[config.mk]
export PLATFORM = sky130hd
export DESIGN_NAME = note_detector
export DESIGN_NICKNAME = d
export VERILOG_FILES = /design/src/rtl/note_detector.sv
export SDC_FILE = /design/constraint.sdc
export NUM_CORES = 1
export LEC_CHECK = 0
export CAP_MARGIN = 5
export CELL_PAD_IN_SITES_DETAIL_PLACEMENT = 1
export CELL_PAD_IN_SITES_GLOBAL_PLACEMENT = 1
export CORE_MARGIN = 1.5
export CORE_UTILIZATION = 40
export CTS_CLUSTER_DIAMETER = 200
export DETAILED_ROUTE_END_ITERATION = 12
export PLACE_DENSITY_LB_ADDON = 0.08
export SLEW_MARGIN = 20
export SYNTH_ARGS = -nofsm -noshare
export SYNTH_HDL_FRONTEND = slang
export SYNTH_SLANG_ARGS = --single-unit
[constraint.sdc]
create_clock -name clk -period 3.5 [get_ports clk]
set_input_delay 1.05 -clock clk [delete_from_list [all_inputs] [get_ports clk]]
set_output_delay 1.05 -clock clk [all_outputs]
set_load 0.03 [all_outputs]
[src/rtl/note_detector.sv]
// Purpose: recovers the sounding piano key from a 4-bit tone sample stream by measuring the waveform period.
// Latency: keys updates on the clk edge after the CONFIRM-th matching period's crossing is registered (crossing ~5 clk after the input edge).
// Backpressure: none; a free-running observer that never stalls its source.
//
// Ports:
//   clk, rst_n  : system clock, async active-low reset
//   sample      : 4-bit tone sample, asynchronous to clk
//   keys        : one-hot key (SOL=0001, MI=0010, RE=0100, DO=1000, none=0000)
//   note_valid  : keys is non-zero
//   period      : last measured period in clk cycles; period_stb pulses when it updates
//   timeout     : one-cycle pulse when no crossing is seen for TIMEOUT cycles
module note_detector #(
    parameter int CLK_HZ  = 50_000_000,
    parameter int DO_HZ   = 523,
    parameter int RE_HZ   = 587,
    parameter int MI_HZ   = 659,
    parameter int SOL_HZ  = 784,
    parameter int CONFIRM = 2,
    parameter int CNT_W   = 20
) (
    input  logic             clk,
    input  logic             rst_n,
    input  logic [3:0]       sample,
    output logic [3:0]       keys,
    output logic             note_valid,
    output logic [CNT_W-1:0] period,
    output logic             period_stb,
    output logic             timeout
);

    localparam int P_DO  = CLK_HZ / DO_HZ;
    localparam int P_RE  = CLK_HZ / RE_HZ;
    localparam int P_MI  = CLK_HZ / MI_HZ;
    localparam int P_SOL = CLK_HZ / SOL_HZ;

    // Window edges sit halfway between neighbouring nominal periods; the
    // outer edges extend by half the adjacent spacing.
    localparam logic [CNT_W-1:0] LO      = CNT_W'(P_SOL - (P_MI - P_SOL) / 2);
    localparam logic [CNT_W-1:0] M_SM    = CNT_W'((P_MI + P_SOL) / 2);
    localparam logic [CNT_W-1:0] M_MR    = CNT_W'((P_RE + P_MI) / 2);
    localparam logic [CNT_W-1:0] M_RD    = CNT_W'((P_DO + P_RE) / 2);
    localparam logic [CNT_W-1:0] HI      = CNT_W'(P_DO + (P_DO - P_RE) / 2);
    localparam logic [CNT_W-1:0] TIMEOUT = CNT_W'(P_DO + (P_DO - P_RE) / 2 + 1);
    localparam logic [2:0]       CONF    = 3'(CONFIRM);

    typedef enum logic {
        ARM,
        MEASURE
    } state_t;

    logic [3:0]       s1_q, s1_d, s2_q, s2_d, s3_q, s3_d;
    logic [3:0]       sample_q, sample_d;
    logic             msb_q, msb_d;
    logic             xing_q, xing_d;
    state_t           state_q, state_d;
    logic [CNT_W-1:0] cnt_q, cnt_d;
    logic [3:0]       cand_q, cand_d;
    logic [2:0]       match_q, match_d;
    logic [3:0]       keys_q, keys_d;
    logic             note_valid_q, note_valid_d;
    logic [CNT_W-1:0] period_q, period_d;
    logic             period_stb_q, period_stb_d;
    logic             timeout_q, timeout_d;
    logic [3:0]       cls;

    function automatic logic [3:0] classify(input logic [CNT_W-1:0] c);
        if (c >= LO && c < M_SM)        return 4'b0001;
        else if (c >= M_SM && c < M_MR) return 4'b0010;
        else if (c >= M_MR && c < M_RD) return 4'b0100;
        else if (c >= M_RD && c <= HI)  return 4'b1000;
        else                            return 4'b0000;
    endfunction

    // Capture path: two sync flops, then a stability filter so a value must
    // be seen on two consecutive cycles before it is accepted. This rejects
    // single-cycle glitches and multi-bit skew from the async source.
    always_comb begin
        s1_d     = sample;
        s2_d     = s1_q;
        s3_d     = s2_q;
        sample_d = (s2_q == s3_q) ? s2_q : sample_q;
        msb_d    = sample_q[3];
        xing_d   = sample_q[3] & ~msb_q;
    end

    always_comb begin
        state_d      = state_q;
        cnt_d        = cnt_q;
        cand_d       = cand_q;
        match_d      = match_q;
        keys_d       = keys_q;
        note_valid_d = note_valid_q;
        period_d     = period_q;
        period_stb_d = 1'b0;
        timeout_d    = 1'b0;
        cls          = classify(cnt_q);

        case (state_q)
            ARM: begin
                cnt_d = '0;
                if (xing_q) begin
                    state_d = MEASURE;
                    cnt_d   = {{(CNT_W-1){1'b0}}, 1'b1};
                end
            end
            MEASURE: begin
                // A crossing wins over an expiring counter, so a period of
                // exactly TIMEOUT is reported (as class none) rather than lost.
                if (xing_q) begin
                    period_d     = cnt_q;
                    period_stb_d = 1'b1;
                    cnt_d        = {{(CNT_W-1){1'b0}}, 1'b1};
                    if (cls == cand_q) begin
                        match_d = (match_q >= CONF) ? CONF : match_q + 3'd1;
                    end else begin
                        cand_d  = cls;
                        match_d = 3'd1;
                    end
                    // Keys only move once the candidate has repeated enough.
                    if (match_d == CONF) begin
                        keys_d       = cand_d;
                        note_valid_d = (cand_d != 4'b0000);
                    end
                end else if (cnt_q == TIMEOUT) begin
                    keys_d       = 4'b0000;
                    note_valid_d = 1'b0;
                    timeout_d    = 1'b1;
                    cand_d       = 4'b0000;
                    match_d      = 3'd0;
                    cnt_d        = '0;
                    state_d      = ARM;
                end else begin
                    cnt_d = cnt_q + 1'b1;
                end
            end
            default: begin
                state_d = ARM;
                cnt_d   = '0;
            end
        endcase
    end

    always_ff @(posedge clk or negedge rst_n) begin
        if (!rst_n) begin
            s1_q         <= 4'h0;
            s2_q         <= 4'h0;
            s3_q         <= 4'h0;
            sample_q     <= 4'h0;
            msb_q        <= 1'b0;
            xing_q       <= 1'b0;
            state_q      <= ARM;
            cnt_q        <= '0;
            cand_q       <= 4'h0;
            match_q      <= 3'd0;
            keys_q       <= 4'h0;
            note_valid_q <= 1'b0;
            period_q     <= '0;
            period_stb_q <= 1'b0;
            timeout_q    <= 1'b0;
        end else begin
            s1_q         <= s1_d;
            s2_q         <= s2_d;
            s3_q         <= s3_d;
            sample_q     <= sample_d;
            msb_q        <= msb_d;
            xing_q       <= xing_d;
            state_q      <= state_d;
            cnt_q        <= cnt_d;
            cand_q       <= cand_d;
            match_q      <= match_d;
            keys_q       <= keys_d;
            note_valid_q <= note_valid_d;
            period_q     <= period_d;
            period_stb_q <= period_stb_d;
            timeout_q    <= timeout_d;
        end
    end

    assign keys       = keys_q;
    assign note_valid = note_valid_q;
    assign period     = period_q;
    assign period_stb = period_stb_q;
    assign timeout    = timeout_q;

endmodule
Yosys cells after proc, flatten, opt, wreduce, memory -nomap -nowiden
Cells that the tools add are included.
Widths: inputs -> output; s select.
- reductions and logical operators: 9
- bitwise logic cells: 3
- magnitude comparators: 9
- $add $sub $neg: 2
- eq/ne operators: 5
- mux-type cells: 32
- operator list (operator ; count):
    $ge 20x17->1 const B ; 3
    $lt 20x17->1 const B ; 3
    $mux 4 ; 11
    $mux 20 ; 2
    $pmux 20 s2 ; 1
    $add 20x1->20 const B ; 1
    $eq 20x17->1 const B ; 1
    $ge 20x16->1 const B ; 1
    $le 20x17->1 const B ; 1
    $mux 3 ; 6
    $mux 1 ; 11
    $eq 4x4->1 ; 2
    $logic_and 1x1->1 ; 4
    $reduce_and 2->1 ; 2
    $reduce_bool 4->1 ; 1
    $add 3x1->3 const B ; 1
    $eq 3x2->1 const B ; 1
    $ge 3x2->1 const B ; 1
    $reduce_and 3->1 ; 1
    $ne 2x1->1 const B ; 1
    $not 1->1 ; 2
    $pmux 1 s2 ; 1
    $reduce_bool 2->1 ; 1
    $and 1x1->1 ; 1
- logic and storage cells: 75
- output and inout bits: 27
- bits in registers: 73

Logic depth before layout (Yosys ltp)
- depth after elaboration: 13
- mapped depth: 10

Worst setup path before layout
No wires, ideal clock.
- kind: flip-flop to flip-flop
- from: register cnt_q[12]
- to: register keys_q[0], in the netlist keys[0]
- cell stages (with the launch flop): 10
- path slack: 679 ps
- clock period less this slack: 2821 ps
- buffers on the path: 1
- setup time: 125 ps
- data arrival time: 2696 ps
- cell sequence: dfrtp_1 > buf_6 > or4_4 > or4_4 > o21ai_2 > o211ai_2 > nor4_4 > xnor2_1 > nand4_4 > mux2i_1
- longest elaborated chain between the ends: 13
- elaborated cells between the ends (all ways): 30
- RTL lines (what ; RTL line ; source):
    start: declaration ; 56 ; logic [CNT_W-1:0] cnt_q, cnt_d;
    start signal: assignment ; 168 ; cnt_q <= cnt_d;
    $ge 20x17->1 / $le 20x17->1 (equally long branches) ; 70 ; else if (c >= M_RD && c <= HI) return 4'b1000;
    $logic_and 1x1->1 ; 70 ;
    $mux 4 ; 70 ;
    $mux 4 ; 69 ; else if (c >= M_MR && c < M_RD) return 4'b0100;
    $mux 4 ; 68 ; else if (c >= M_SM && c < M_MR) return 4'b0010;
    $mux 4 ; 67 ; if (c >= LO && c < M_SM) return 4'b0001;
    $eq 4x4->1 ; 113 ; if (cls == cand_q) begin
    $mux 3 ; 113 ;
    $mux 3 ; 109 ; if (xing_q) begin
    $mux 3 ; 98 ; case (state_q)
    $eq 3x2->1 ; 120 ; if (match_d == CONF) begin
    $ne 2x1->1 (no line) ; n/a ;
    $reduce_and 3->1 (no line) ; n/a ;
    end signal: assignment ; 171 ; keys_q <= keys_d;
    end: declaration ; 59 ; logic [3:0] keys_q, keys_d;
Parallel ways exist; a longest one is shown, timed or not. The select of a mux whose other input is x is not followed.
A chain may end at the register's enable or synchronous reset.

Worst setup path in the final report
- from: register cnt_q[9]
- to: register keys_q[0], in the netlist keys[0]
The elaborated chain is that of the path after synthesis.

==> summary.txt <==
Place
  – Pre-CTS WS: 0.4650 ns
  – Post-DP Area: 3744 um2
  – Gpl congestion: 0.8412
  – I/O Buffers: 32
  – Final HPWL DP: 5.727 mm

Floorplan
  – Die height: 94.10 um
  – Die ar.: 8854 um2
  – Core ar.: 8134 um2
  – Rows: 33
  – I/O Pins: 33
  – Initial core utilization: 40.81%
  – Die W: 94.10 um

Setup path
  – Reg2reg end: keys[0]$_DFFE_PN0P_
  – CP Buf/Inv Count: 0
  – Worst path max stage delay: 0.56 ns
  – CP Launch Type: flop
  – Kind of critical path: reg -> reg
  – Critical path capture point type: flop
  – Worst endpoint required time: 3.72 ns
  – Top Family by Delay on Critical Path: simple AND/OR/NAND/NOR gates
  – Slowest cell on crit path: or4_1
  – Critical-path maximum fanout: 11
  – Crit path from: cnt_q[9]$_DFF_PN0_
  – Critical path destination: keys[0]$_DFFE_PN0P_
  – Worst EP arrival: 3.25 ns
  – R2R cell count: 8
  – Crit path depth: 8
  – Worst reg-to-reg setup slack: 0.48 ns
  – Reg2reg start: cnt_q[9]$_DFF_PN0_
  – Cell Chain, Critical Path: or4_1, nor4_1, a31o_2, o211ai_2, nor4_4, xnor2_1, nand4_4, mux2i_1

Timing
  – Final min period: 3.022 ns
  – Final worst path period share: 86.34%
  – Worst setup margin: 0.4781 ns
  – Final slew viol count: 0
  – Fmax: 330.9 MHz
  – Endpoints failing setup: 0
  – Worst rel slew slack: 45.05%
  – Aggregate negative setup slack: 0 ns
  – Slew @ Worst Pin: 0.8243 ns
  – Worst hold slack: 0.3580 ns
  – Unrepaired setup endpoints after global routing: no
  – Final Skew: 0.005832 ns
  – Hold Vio Cnt, Final: 0

Routing
  – Via count: 2,516
  – Router iterations before antenna repair: 4
  – ANT nets after route: 0
  – Initial drt markers: 62
  – Drt drc: 0
  – Post-DR wirelength/cell: 16.53 um
  – Total Routed Length: 7.953 mm
  – Vias per inst: 5.231

Global routing
  – Total gr overflow: 0
  – First-pass GRT wire length: 13.22 mm
  – Pin count of the biggest net entering global routing: 37
  – Initial antenna violation count: 0
  – Number of global-route vias before repair: 2,607
  – Gr usage total: 19.74%

Power and ir drop
  – Worst VDD drop: 0.2507 mV
  – Leakage: 1.853 nW
  – PwrDens: 552.9 nW/um2
  – Total power: 2.196 mW

CTS
  – TritonCTS Buffers: 9
  – Clock-pin slew of the registers on the worst-case setup and hold paths: 0.08 ns
  – Clk sinks: 70
  – Resize count post-CTS: 0
  – Count of hold-fix buffers inserted at cts: 0
  – Clock Latency Late Sink: 0.34 ns
  – Root buf cell: clkbuf_8
  – Clk buf depth: 2
  – TritonCTS clock tree: done
  – Post-CTS setup buffer count: 0
  – CTS H-Tree Depth: 3

Logic synthesis
  – Register bit total from synthesis: 70
  – Sequential area share after synthesis: 52.77%
  – Distinct cell type count after synthesis: 49
  – Synth area leaders: dfrtp_1 (53%), nand2_1 (9.6%), xor2_1 (4.5%)
  – Area leader, netlist: dfrtp_1
  – Post-synth EDFFs: 0
  – Most common cell in the synthesized netlist: nand2_1
  – Post-synth top cells: nand2_1 (85), dfrtp_1 (70), nor2_1 (25)
  – Ys flop type: dfrtp_1
  – Syn nets: 354
  – Area fraction of the dominant cell type after synthesis: 52.77%
  – FFs w/ async S/R, synth: 100.0%
  – Cell Area, Synth: 3319 um2
  – Synthesized area per cell: 9.706 um2
  – Mapped Cells: 342
  – Ys Warns: 0

Run status
  – Status: finished clean

Run
  – Max-cap viol count: 0

Final layout
  – Layout cells sized above 1: 9.309%
  – Layout net count: 383
  – N_diodes: 0
  – Fin area: 3971 um2
  – Area growth, synth to finish: 19.64%

Min path
  – HP Class: reg -> reg
==> per-stage QoR <==
step / util (%) / std cells
floorplan: - / 342
global placement: 46.02 / 465
detailed placement: 46.02 / 465
CTS: 48.82 / 481
global route: 48.82 / 481
finish: 48.82 / 481
==> per-layer routing <==
layer | GRT usage [%] | share of wire (%)
met1 | 24.50 | 45
met2 | 32.73 | 51
met3 | 4.773 | 2.6
met4 | 8.209 | 1.6
met5 | 0 | 0
==> placed cells by master (no fill, tap or decap), drive strengths merged, types with 6 or more instances in the layout <==
cell / netlist / final
clkdlybuf4s50: 0 / 31
nor3: 11 / 11
ha: 6 / 6
clkbuf: 18 / 9
buf: 3 / 8
xor2: 17 / 17
nand4: 7 / 7
nand2: 85 / 85
o21ai: 14 / 14
nor4: 7 / 7
dfrtp: 70 / 70
inv: 8 / 10
nand3: 7 / 7
nor2: 26 / 26
==> area by class of cell <==
cell class / count / area [um2]
Clock buffer: 9 / 123.9
Multi-Input combinational cell: 243 / 1450
Fill cell: 890 / 4163
Clock inverter: 7 / 103.9
Inverter: 8 / 30.03
Timing Repair Buffer: 39 / 380.4
Tap cell: 105 / 131.4
Sequential cell: 70 / 1752
==> cells by family after synthesis <==
group                      Yosys count  synth area share [%]
and+or+nand+nor                    170                 25.03
DFF                                 70                 52.77
AOI/OAI and AO/OA                   40                 9.084
buffers and inverters               29                 3.543
xor gates and xnor gates            22                 5.805
adders and majority gates            6                 2.262
muxes                                5                 1.508
==> worst min path at each step <==
stage	slack, ns	to	from	cells past startpoint
2_1_floorplan	0.33	s2_q[0]$_DFF_PN0_	s1_q[0]$_DFF_PN0_	0
3_3_place_gp	0.33	s2_q[2]$_DFF_PN0_	s1_q[2]$_DFF_PN0_	0
3_5_place_dp	0.34	s2_q[0]$_DFF_PN0_	s1_q[0]$_DFF_PN0_	0
4_1_cts	0.36	s2_q[1]$_DFF_PN0_	s1_q[1]$_DFF_PN0_	0
5_1_grt	0.36	s2_q[1]$_DFF_PN0_	s1_q[1]$_DFF_PN0_	0
6_report	0.36	s2_q[1]$_DFF_PN0_	s1_q[1]$_DFF_PN0_	0
==> where the power goes <==
part	leakage, nW	total [mW]	internal, mW	switching [mW]
Sequential	0.918	1.01	0.895	0.113
Clock	0.114	0.743	0.410	0.333
Combinational	0.821	0.444	0.185	0.259
==> registers in the layout, indices dropped and copies added (netlist names), 3 cells and up <==
signal / flops
match_q: 3
period: 20
s3_q: 4
cand_q: 4
s1_q: 4
cnt_q: 20
keys: 4
s2_q: 4
Note: power is estimated with default switching activity, not from simulation.
